`src/rtl/tm_recon_4x4_if.sv`:
```
// Stream and border bundle for the 4x4 TrueMotion reconstruction stage.
// The slave side is the reconstruction block; the master side feeds it.
interface tm_recon_4x4_if #(
  parameter int BIT_WIDTH  = 8,
  parameter int BLOCK_SIZE = 4,
  parameter int RES_WIDTH  = 12
);
  logic                                      start;
  logic [BIT_WIDTH*BLOCK_SIZE*BLOCK_SIZE-1:0] pred;
  logic                                      res_valid;
  logic                                      res_ready;
  logic [RES_WIDTH*BLOCK_SIZE-1:0]           res_row;
  logic                                      rec_valid;
  logic                                      rec_ready;
  logic [BIT_WIDTH*BLOCK_SIZE-1:0]           rec_row;
  logic                                      rec_last;
  logic [BIT_WIDTH*BLOCK_SIZE-1:0]           top_out;
  logic [BIT_WIDTH*BLOCK_SIZE-1:0]           left_out;
  logic [BIT_WIDTH-1:0]                      top_left_out;
  logic                                      border_valid;
  logic                                      busy;

  modport master (
    output start, pred, res_valid, res_row, rec_ready,
    input  res_ready, rec_valid, rec_row, rec_last,
    input  top_out, left_out, top_left_out, border_valid, busy
  );

  modport slave (
    input  start, pred, res_valid, res_row, rec_ready,
    output res_ready, rec_valid, rec_row, rec_last,
    output top_out, left_out, top_left_out, border_valid, busy
  );
endinterface

```
`src/rtl/tm_recon_4x4.sv`:
```
// Reconstruction stage around the 4x4 TrueMotion predictor: adds signed
// residual rows to a latched prediction block, clips to pixel range, streams
// the rows out and keeps the bottom row / right column / corner as borders.
module tm_recon_4x4 #(
  parameter int BIT_WIDTH  = 8,
  parameter int BLOCK_SIZE = 4,
  parameter int RES_WIDTH  = 12
) (
  input logic           clk,
  input logic           rst,
  tm_recon_4x4_if.slave bus
);
  localparam int ROW_W  = BIT_WIDTH * BLOCK_SIZE;
  localparam int PRED_W = ROW_W * BLOCK_SIZE;
  localparam int SUM_W  = RES_WIDTH + 2;
  localparam int CNT_W  = $clog2(BLOCK_SIZE + 1);
  localparam int IDX_W  = (BLOCK_SIZE > 1) ? $clog2(BLOCK_SIZE) : 1;

  localparam logic [CNT_W-1:0]     ROWS     = CNT_W'(BLOCK_SIZE);
  localparam logic [CNT_W-1:0]     LAST_ROW = CNT_W'(BLOCK_SIZE - 1);
  localparam logic [CNT_W-1:0]     CNT_ONE  = CNT_W'(1);
  localparam logic [BIT_WIDTH-1:0] PIX_MAX  = '1;

  typedef enum logic [1:0] {
    S_IDLE = 2'd0,
    S_RUN  = 2'd1,
    S_DONE = 2'd2
  } state_t;

  state_t               r_state;
  logic [CNT_W-1:0]     r_row_in;
  logic [CNT_W-1:0]     r_row_out;
  logic [PRED_W-1:0]    r_pred;
  logic                 r_rec_valid;
  logic [ROW_W-1:0]     r_rec_row;
  logic [ROW_W-1:0]     r_top;
  logic [ROW_W-1:0]     r_left;
  logic [BIT_WIDTH-1:0] r_top_left;
  logic                 r_border_valid;

  logic [IDX_W-1:0]     w_row_idx;
  logic [ROW_W-1:0]     w_pred_row;
  logic [ROW_W-1:0]     w_rec_row_next;
  logic [BIT_WIDTH-1:0] w_rec_right;
  logic                 w_res_ready;
  logic                 w_res_fire;
  logic                 w_rec_fire;
  logic                 w_rec_last;

  // Truncated index is only used while row_in < BLOCK_SIZE, so it never aliases
  assign w_row_idx   = r_row_in[IDX_W-1:0];
  assign w_pred_row  = r_pred[int'(w_row_idx)*ROW_W +: ROW_W];
  assign w_rec_right = w_rec_row_next[ROW_W-1 -: BIT_WIDTH];

  // Single-entry output register with pass-through: a new row may enter in
  // the same cycle the held row leaves
  assign w_res_ready = (r_state == S_RUN) && (r_row_in < ROWS) &&
                       (!r_rec_valid || bus.rec_ready);
  assign w_res_fire  = bus.res_valid && w_res_ready;
  assign w_rec_fire  = r_rec_valid && bus.rec_ready;
  assign w_rec_last  = r_rec_valid && (r_row_out == LAST_ROW);

  // Per-column add and clip; the sum carries two extra bits so both the
  // negative and the overflow case are visible
  generate
    for (genvar gi = 0; gi < BLOCK_SIZE; gi++) begin : g_col
      logic [BIT_WIDTH-1:0]       w_pix;
      logic [RES_WIDTH-1:0]       w_res;
      logic signed [SUM_W-1:0]    w_sum;
      assign w_pix = w_pred_row[gi*BIT_WIDTH +: BIT_WIDTH];
      assign w_res = bus.res_row[gi*RES_WIDTH +: RES_WIDTH];
      assign w_sum = $signed({{(SUM_W-BIT_WIDTH){1'b0}}, w_pix}) +
                     $signed({{2{w_res[RES_WIDTH-1]}}, w_res});
      assign w_rec_row_next[gi*BIT_WIDTH +: BIT_WIDTH] =
          w_sum[SUM_W-1]                   ? '0      :
          (|w_sum[SUM_W-2:BIT_WIDTH])      ? PIX_MAX :
                                             w_sum[BIT_WIDTH-1:0];
    end
  endgenerate

  // Block sequencing: accept start when not running, count rows, finish on last rec handshake
  always_ff @(posedge clk) begin
    if (rst) begin
      r_state        <= S_IDLE;
      r_row_in       <= '0;
      r_row_out      <= '0;
      r_pred         <= '0;
      r_border_valid <= 1'b0;
    end else begin
      case (r_state)
        S_IDLE, S_DONE: begin
          if (bus.start) begin
            r_state        <= S_RUN;
            r_pred         <= bus.pred;
            r_row_in       <= '0;
            r_row_out      <= '0;
            r_border_valid <= 1'b0;
          end
        end
        S_RUN: begin
          if (w_res_fire) begin
            r_row_in <= r_row_in + CNT_ONE;
          end
          if (w_rec_fire) begin
            r_row_out <= r_row_out + CNT_ONE;
            if (w_rec_last) begin
              r_state        <= S_DONE;
              r_border_valid <= 1'b1;
            end
          end
        end
        default: r_state <= S_IDLE;
      endcase
    end
  end

  // Output row register and border capture on each accepted residual row
  always_ff @(posedge clk) begin
    if (rst) begin
      r_rec_valid <= 1'b0;
      r_rec_row   <= '0;
      r_top       <= '0;
      r_left      <= '0;
      r_top_left  <= '0;
    end else if (w_res_fire) begin
      r_rec_valid <= 1'b1;
      r_rec_row   <= w_rec_row_next;
      r_left[int'(w_row_idx)*BIT_WIDTH +: BIT_WIDTH] <= w_rec_right;
      if (r_row_in == LAST_ROW) begin
        r_top      <= w_rec_row_next;
        r_top_left <= w_rec_right;
      end
    end else if (w_rec_fire) begin
      r_rec_valid <= 1'b0;
    end
  end

  assign bus.res_ready    = w_res_ready;
  assign bus.rec_valid    = r_rec_valid;
  assign bus.rec_row      = r_rec_row;
  assign bus.rec_last     = w_rec_last;
  assign bus.top_out      = r_top;
  assign bus.left_out     = r_left;
  assign bus.top_left_out = r_top_left;
  assign bus.border_valid = r_border_valid;
  assign bus.busy         = (r_state == S_RUN);
endmodule

```
`src/flat_wrapper.sv`:
```
// flat-port wrapper written by rule: the top's interface ports become plain ports
module tm_recon_4x4_flat 
#(
  parameter int BIT_WIDTH  = 8,
  parameter int BLOCK_SIZE = 4,
  parameter int RES_WIDTH  = 12
)
  (clk, rst, bus_start, bus_pred, bus_res_valid, bus_res_row, bus_rec_ready, bus_res_ready, bus_rec_valid, bus_rec_row, bus_rec_last, bus_top_out, bus_left_out, bus_top_left_out, bus_border_valid, bus_busy);
  tm_recon_4x4_if #(.BIT_WIDTH(BIT_WIDTH), .BLOCK_SIZE(BLOCK_SIZE), .RES_WIDTH(RES_WIDTH)) bus_i ();
  input logic clk;
  input logic rst;
  input wire logic [$bits(bus_i.start)-1:0] bus_start;
  input wire logic [$bits(bus_i.pred)-1:0] bus_pred;
  input wire logic [$bits(bus_i.res_valid)-1:0] bus_res_valid;
  input wire logic [$bits(bus_i.res_row)-1:0] bus_res_row;
  input wire logic [$bits(bus_i.rec_ready)-1:0] bus_rec_ready;
  output wire logic [$bits(bus_i.res_ready)-1:0] bus_res_ready;
  output wire logic [$bits(bus_i.rec_valid)-1:0] bus_rec_valid;
  output wire logic [$bits(bus_i.rec_row)-1:0] bus_rec_row;
  output wire logic [$bits(bus_i.rec_last)-1:0] bus_rec_last;
  output wire logic [$bits(bus_i.top_out)-1:0] bus_top_out;
  output wire logic [$bits(bus_i.left_out)-1:0] bus_left_out;
  output wire logic [$bits(bus_i.top_left_out)-1:0] bus_top_left_out;
  output wire logic [$bits(bus_i.border_valid)-1:0] bus_border_valid;
  output wire logic [$bits(bus_i.busy)-1:0] bus_busy;
  assign bus_i.start = bus_start;
  assign bus_i.pred = bus_pred;
  assign bus_i.res_valid = bus_res_valid;
  assign bus_i.res_row = bus_res_row;
  assign bus_i.rec_ready = bus_rec_ready;
  assign bus_res_ready = bus_i.res_ready;
  assign bus_rec_valid = bus_i.rec_valid;
  assign bus_rec_row = bus_i.rec_row;
  assign bus_rec_last = bus_i.rec_last;
  assign bus_top_out = bus_i.top_out;
  assign bus_left_out = bus_i.left_out;
  assign bus_top_left_out = bus_i.top_left_out;
  assign bus_border_valid = bus_i.border_valid;
  assign bus_busy = bus_i.busy;
  tm_recon_4x4 #(.BIT_WIDTH(BIT_WIDTH), .BLOCK_SIZE(BLOCK_SIZE), .RES_WIDTH(RES_WIDTH)) u_core (.clk(clk), .rst(rst), .bus(bus_i));
endmodule
```
`config.mk`:
```
export PLATFORM = sky130hd
export DESIGN_NAME = tm_recon_4x4_flat
export DESIGN_NICKNAME = d
export VERILOG_FILES = /design/src/rtl/tm_recon_4x4_if.sv /design/src/rtl/tm_recon_4x4.sv /design/src/flat_wrapper.sv
export SDC_FILE = /design/constraint.sdc
export NUM_CORES = 1
export LEC_CHECK = 0
export ABC_AREA = 1
export CAP_MARGIN = 20
export CORE_UTILIZATION = 45
export DETAILED_ROUTE_END_ITERATION = 10
export PLACE_DENSITY = 0.78
export SLEW_MARGIN = 20
export SYNTH_ARGS = -nofsm -noshare
export SYNTH_HDL_FRONTEND = slang
export SYNTH_SLANG_ARGS = --single-unit
```
`constraint.sdc`:
```
create_clock -name clk -period 3 [get_ports clk]
set_clock_uncertainty 0.2 [all_clocks]
set_input_delay 0.3 -clock clk [delete_from_list [all_inputs] [get_ports clk]]
set_output_delay 0.3 -clock clk [all_outputs]
set_load 0.1 [all_outputs]
```
After elaboration in Yosys (flattened, before gate mapping) --
Index checks and enable logic that the tools add are counted.
Word-level totals: flip-flop bits (word level) 242, input bits 181
Cells by class: $add $sub $neg 7, $lt $le $gt $ge 1, eq/ne operators 8, shift operators 3, muxes and demuxes 24, reductions and logical operators 21
Operators with widths (number):
- indexed part select 128 x 8 -> 32 bit | 1
- 2-to-1 mux 8 bit | 8
- adder 9 x 12 -> 13 bit | 4
- negator 5 -> 33 bit | 1
- variable shift 8 x 33 -> 32 bit, first input constant | 1
- indexed part select 8 x 33 -> 32 bit | 1
- bitwise mux 32 bit | 1
- OR reduction 5 bit | 4
- case mux 3 bit (2 select lines) | 2
- 2-to-1 mux 3 bit | 3
- AND reduction 3 bit | 3
- adder 3 x 1 -> 3 bit, second input constant | 2
- == test 3 x 2 -> 1 bit, second input constant | 2
- 2-to-1 mux 2 bit | 3
- logical AND 1 bit | 5
- 2-to-1 mux 1 bit | 5
- inequality test 2 x 1 -> 1 bit, second input constant | 2
- inequality test 2 bit, second input constant | 2
- case mux 2 bit (2 select lines) | 1
- AND reduction 2 bit | 2
- AND reduction 4 bit | 1
- nonzero test 2 bit | 2
- less-than comparator 3 bit, second input constant | 1
- == test 2 x 1 -> 1 bit, second input constant | 1
- other kinds (6) | 6

Depth between registers and ports, before layout --
word-level depth 7, gate-level depth with buffers 20

Worst setup path after synthesis --
Ideal clock, no wire load.
path kind register -> register, start register u_core.r_row_in[0], end register u_core.r_rec_row[7] (netlist: u_core.bus.rec_row[7]), setup time 0.128 ns, arrival 2.885 ns, data required time 2.672 ns, path slack -0.214 ns, stages on the path, launching flop included 19, buffers on the path 2, clock period less this slack 3.214 ns, path through dfxtp_1 > inv_1 > clkbuf_1 > clkbuf_1 > nor2_1 > o22ai_1 > ha_1 > inv_1 > fa_1 > inv_1 > nand2_1 > o21ai_1 > nand4_1 > nand2_1 > nand3_1 > a21oi_4 > nand3b_1 > nand2_1 > a21oi_1
Between the ends: cells in the longest elaborated chain, start to end 5
Ends and longest elaborated chain:
- start: declaration | RTL line tm_recon_4x4.sv:31 | logic [CNT_W-1:0] r_row_in;
- start signal: assignment | RTL line tm_recon_4x4.sv:102 | r_row_in <= r_row_in + CNT_ONE;
- indexed part select 128 x 8 -> 32 bit | RTL line tm_recon_4x4.sv:52 | assign w_pred_row = r_pred[int'(w_row_idx)*ROW_W +: ROW_W];
- adder 9 x 12 -> 13 bit | RTL line tm_recon_4x4.sv:72 | assign w_sum = $signed({{(SUM_W-BIT_WIDTH){1'b0}}, w_pix}) +
- OR reduction 5 bit | RTL line tm_recon_4x4.sv:76 | (|w_sum[SUM_W-2:BIT_WIDTH]) ? PIX_MAX :
- 2-to-1 mux 8 bit | RTL line tm_recon_4x4.sv:76
- 2-to-1 mux 8 bit | RTL line tm_recon_4x4.sv:75 | w_sum[SUM_W-1] ? '0 :
- end signal: assignment | RTL line tm_recon_4x4.sv:127 | r_rec_row <= w_rec_row_next;
- end: declaration | RTL line tm_recon_4x4.sv:35 | logic [ROW_W-1:0] r_rec_row;
Parallel ways exist; a longest one is shown, timed or not. A chain may end at the register's enable or synchronous reset.

Final worst setup path --
start register u_core.r_row_in[0], end register u_core.r_rec_row[16] (netlist: u_core.bus.rec_row[16])
The elaborated chain is that of the path after synthesis.

==> results_dict.tcl <==
set metrics [dict create \
    clk_pin_slew_ps 60 \
    rr_startpoint "u_core.r_row_in[0]" \
    required_ps 3200 \
    hp-class "primary input to flip-flop" \
    cts_root_buf "clkbuf_16" \
    netlist_instances 1591 \
    slew_violations 0 \
    p_int_mw 6.47 \
    synth_xor_xnor_area_share_pct 2.32 \
    drc 0 \
    max_slew_margin_pct 67.4 \
    fin_ws_ps -118 \
    clk_latency_ps 520 \
    areaGrowthSynthToFinish_pct 45.7 \
    placed_cells 2184 \
    ys_warn_count 0 \
    num_vias 12100 \
    io_pins 290 \
    tns_ps -1450 \
    fill_cells 2025 \
    cts_tree "built" \
    track_usage_pct 27.8 \
    antenna_left 0 \
    violations "negative setup slack" \
    clockPowerShare_pct 36.2 \
    seq_power_share_pct 36.4 \
    worstPathArrival_ps 3320 \
    clock.fmax_ghz 0.321 \
    grt_max_degree 129 \
    drive_gt1_share_pct 22.1 \
    worstSetupPathType "flip-flop to flip-flop" \
    initial_core_util_pct 46.2 \
    synthAdderAreaFrac_pct 5.14 \
    clock_path_buffers 3 \
    fp.dieW_um 160 \
    cap_violations 0 \
    period_share_pct 104 \
    cts_hold_buffers 0 \
    fin_nets 2139 \
    p_comb_share_pct 27.4 \
    ir_worst_vdd_uv 409 \
    die_h_um 160 \
    ys_seq_elements 234 \
    grt_overflow 0 \
    grt_pass1_vias 11100 \
    synth_top_family_by_area "simple AND/OR/NAND/NOR gates" \
    holdPathStages 3 \
    port-buffer-count 289 \
    power_density_nw_per_um2 567 \
    antenna_found_initial 6 \
    p_sw_share_pct 30.7 \
    cts_htree_levels 1 \
    first_pass_iters 5 \
    p_switching_mw 2.87 \
    cp_max_fo 18 \
    rsz0062_at_grt "yes" \
    wire_per_inst_um 16.5 \
    syn_nets 1816 \
    status "finished with violations" \
    rows 57 \
    multi_input_comb_area_um2 6450 \
    grt_pass1_wl_um 57700 \
    setup_viol 26 \
    power.total_mw 9.33 \
    dieArea_um2 25800 \
    cts_buffers 25 \
    crit_path_end_kind "flip-flop" \
    post-dp-hpwl_um 26300 \
    reg2reg_setup_slack_ps -120 \
    synth.yosys.seq_area_share_pct 41.4 \
    fin_cells 2260 \
    r2r_cells 15 \
    placed_cell_area_um2 14600 \
    hold_viol 0 \
    synth-compound-area-share_pct 19.7 \
    wl_um 37300 \
    r2r_end "u_core.bus.rec_row[16]" \
    whs_endpoint "u_core.r_pred[115]" \
    seq_area_um2 4690 \
    utilization_pct 67.3 \
    drt-vias-per-instance 5.35 \
    min_period_ps 3120 \
    synth.area.mux_share_pct 0 \
    avgSynthCellArea_um2 7.10 \
    fp.coreArea_um2 24500 \
    syn_area_um2 11300 \
    post-route-cell-area_um2 16500 \
    hp-start "bus_pred[115]" \
    gp_congestion 0.912 \
    synth_cell_type_count 41 \
    clock_sinks 234 \
    whs_ps 160 \
    power_leakage_nw 7.28 \
    worstMarginPinSlew_ps 489 \
    yosys.area_share.simple_pct 24.4 \
    startpoint_type "flip-flop" \
    drt_iter0_markers 1100 \
    dp_worst_setup_slack_ps -113 \
]
## critical path: stages, from the launching register on
cell and delay, ps:
dfxtp_4 420, buf_4 150, buf_12 150, o21ai_1 90
o22ai_1 250, buf_4 170, ha_1 260, a21o_1 200
a21boi_2 180, nand3_2 140, nand3b_1 120, nand2_1 100
a21oi_4 260, nand3b_1 130, nand2_2 100, a21oi_1 80
## registers in the layout, summed over array words and instances (netlist names), 2 cells and up
name / cells
u_core.bus.left_out: 32
u_core.bus.rec_row: 32
u_core.bus.top_out: 32
u_core.r_pred: 128
u_core.r_row_in: 3
u_core.r_row_out: 3
u_core.r_state: 2
## cells in the mapped netlist
| library cell | instances | area, um2 |
|---|---|---|
| o21ai_0 | 232 | 1160 |
| o21ai_1 | 29 | 145 |
| nand3_1 | 63 | 315 |
| nor2_2 | 4 | 25.0 |
| o21ai_4 | 1 | 16.3 |
| o21ai_2 | 2 | 17.5 |
| nand2_4 | 4 | 45.0 |
| nand2_2 | 4 | 25.0 |
| o211ai_1 | 1 | 7.51 |
| nand4_1 | 12 | 75.1 |
| a21oi_4 | 2 | 32.5 |
| fa_1 | 4 | 80.1 |
| inv_6 | 1 | 8.76 |
| inv_2 | 10 | 37.5 |
| a32oi_1 | 3 | 26.3 |
| clkinv_1 | 2 | 7.51 |
| nor3_1 | 3 | 15.0 |
| a211oi_1 | 1 | 7.51 |
| xor2_1 | 18 | 158 |
| xnor2_1 | 12 | 105 |
| nor2_1 | 389 | 1460 |
| o22ai_1 | 30 | 188 |
| nand2_1 | 181 | 679 |
| nand3b_1 | 5 | 37.5 |
| o21a_1 | 3 | 22.5 |
| inv_1 | 81 | 304 |
| a21boi_1 | 3 | 22.5 |
| buf_1 | 2 | 7.51 |
| a21oi_2 | 2 | 17.5 |
| clkbuf_1 | 76 | 285 |
| nor2_4 | 1 | 11.3 |
| a21o_1 | 2 | 15.0 |
| a31oi_1 | 1 | 6.26 |
| nor3_4 | 3 | 48.8 |
| nor2_8 | 1 | 20.0 |
| ha_1 | 40 | 500 |
| dfxtp_1 | 234 | 4680 |
| buf_6 | 1 | 11.3 |
| a21oi_1 | 109 | 546 |
| buf_2 | 7 | 35.0 |
| buf_4 | 12 | 90.1 |
## logic make-up after synthesis
kind of cell	after synthesis
AOI/OAI and AO/OA	421
and+or+nand+nor	670
xor gates and xnor gates	30
buffers and inverters	192
adders and majority gates	44
DFF	234
## how the worst max path moves through the flow
stage                             endpoint  cells after the start                from
floorplan            u_core.bus.rec_row[7]                     18  u_core.r_row_in[0]
global placement    u_core.bus.top_out[17]                     14  u_core.r_row_in[0]
detailed placement   u_core.bus.rec_row[4]                     16  u_core.r_row_in[0]
CTS                 u_core.bus.rec_row[16]                     15  u_core.r_row_in[0]
global route        u_core.bus.rec_row[16]                     18  u_core.r_row_in[0]
finish              u_core.bus.rec_row[16]                     15  u_core.r_row_in[0]
## power groups by stage
stage          Clock (mW)  Sequential, mW  Combinational [mW]
6_report             3.38            3.40                2.56
5_1_grt              3.55            3.42                2.75
4_1_cts              3.40            3.39                2.32
3_5_place_dp            0            3.45                2.17
3_3_place_gp            0            3.45                2.15
2_1_floorplan           0            3.68                1.11
## final cells by class
cell class	count	area share, %
Multi-Input combinational cell	1165	39.2
Sequential cell	234	28.5
Timing Repair Buffer	394	22.1
Clock buffer	32	4.14
Tap cell	324	2.46
Inverter	94	2.26
Clock inverter	12	1.28
Antenna cell	5	0.0760
## placed cells by master (no fill, tap or decap), types with 10 or more instances in the layout
master	n
a21oi_1	90
a21oi_2	20
buf_12	14
buf_4	189
clkbuf_16	25
clkdlybuf4s50_1	180
dfxtp_1	232
ha_1	28
inv_1	76
inv_2	13
nand2_1	146
nand2_2	37
nand3_1	37
nand3_2	25
nand4_1	12
nor2_1	380
o21ai_0	208
o21ai_1	44
o21ai_2	10
o22ai_1	19
o22ai_2	11
xnor2_1	12
xor2_1	18
## metal layers
layer | GRT usage [%] | vias to the layer above | wire, um | share of wire, %
li1 | - | 5901 | - | -
met1 | 37.0 | 5605 | 15900 | 43
met4 | 11.0 | 2 | 1340 | 3.6
met5 | 0 | - | 12 | 0.032
met3 | 5.09 | 88 | 2780 | 7.4
met2 | 44.5 | 502 | 17300 | 46
## timing repair
item / CTS / global route
pin swaps: 32 / 36
cloned: 1 / 0
setup endpoints to repair: 95 / 96
resized for setup: 67 / 123
setup buffers: 10 / 17
No activity file was read; power rests on OpenSTA's default activity.
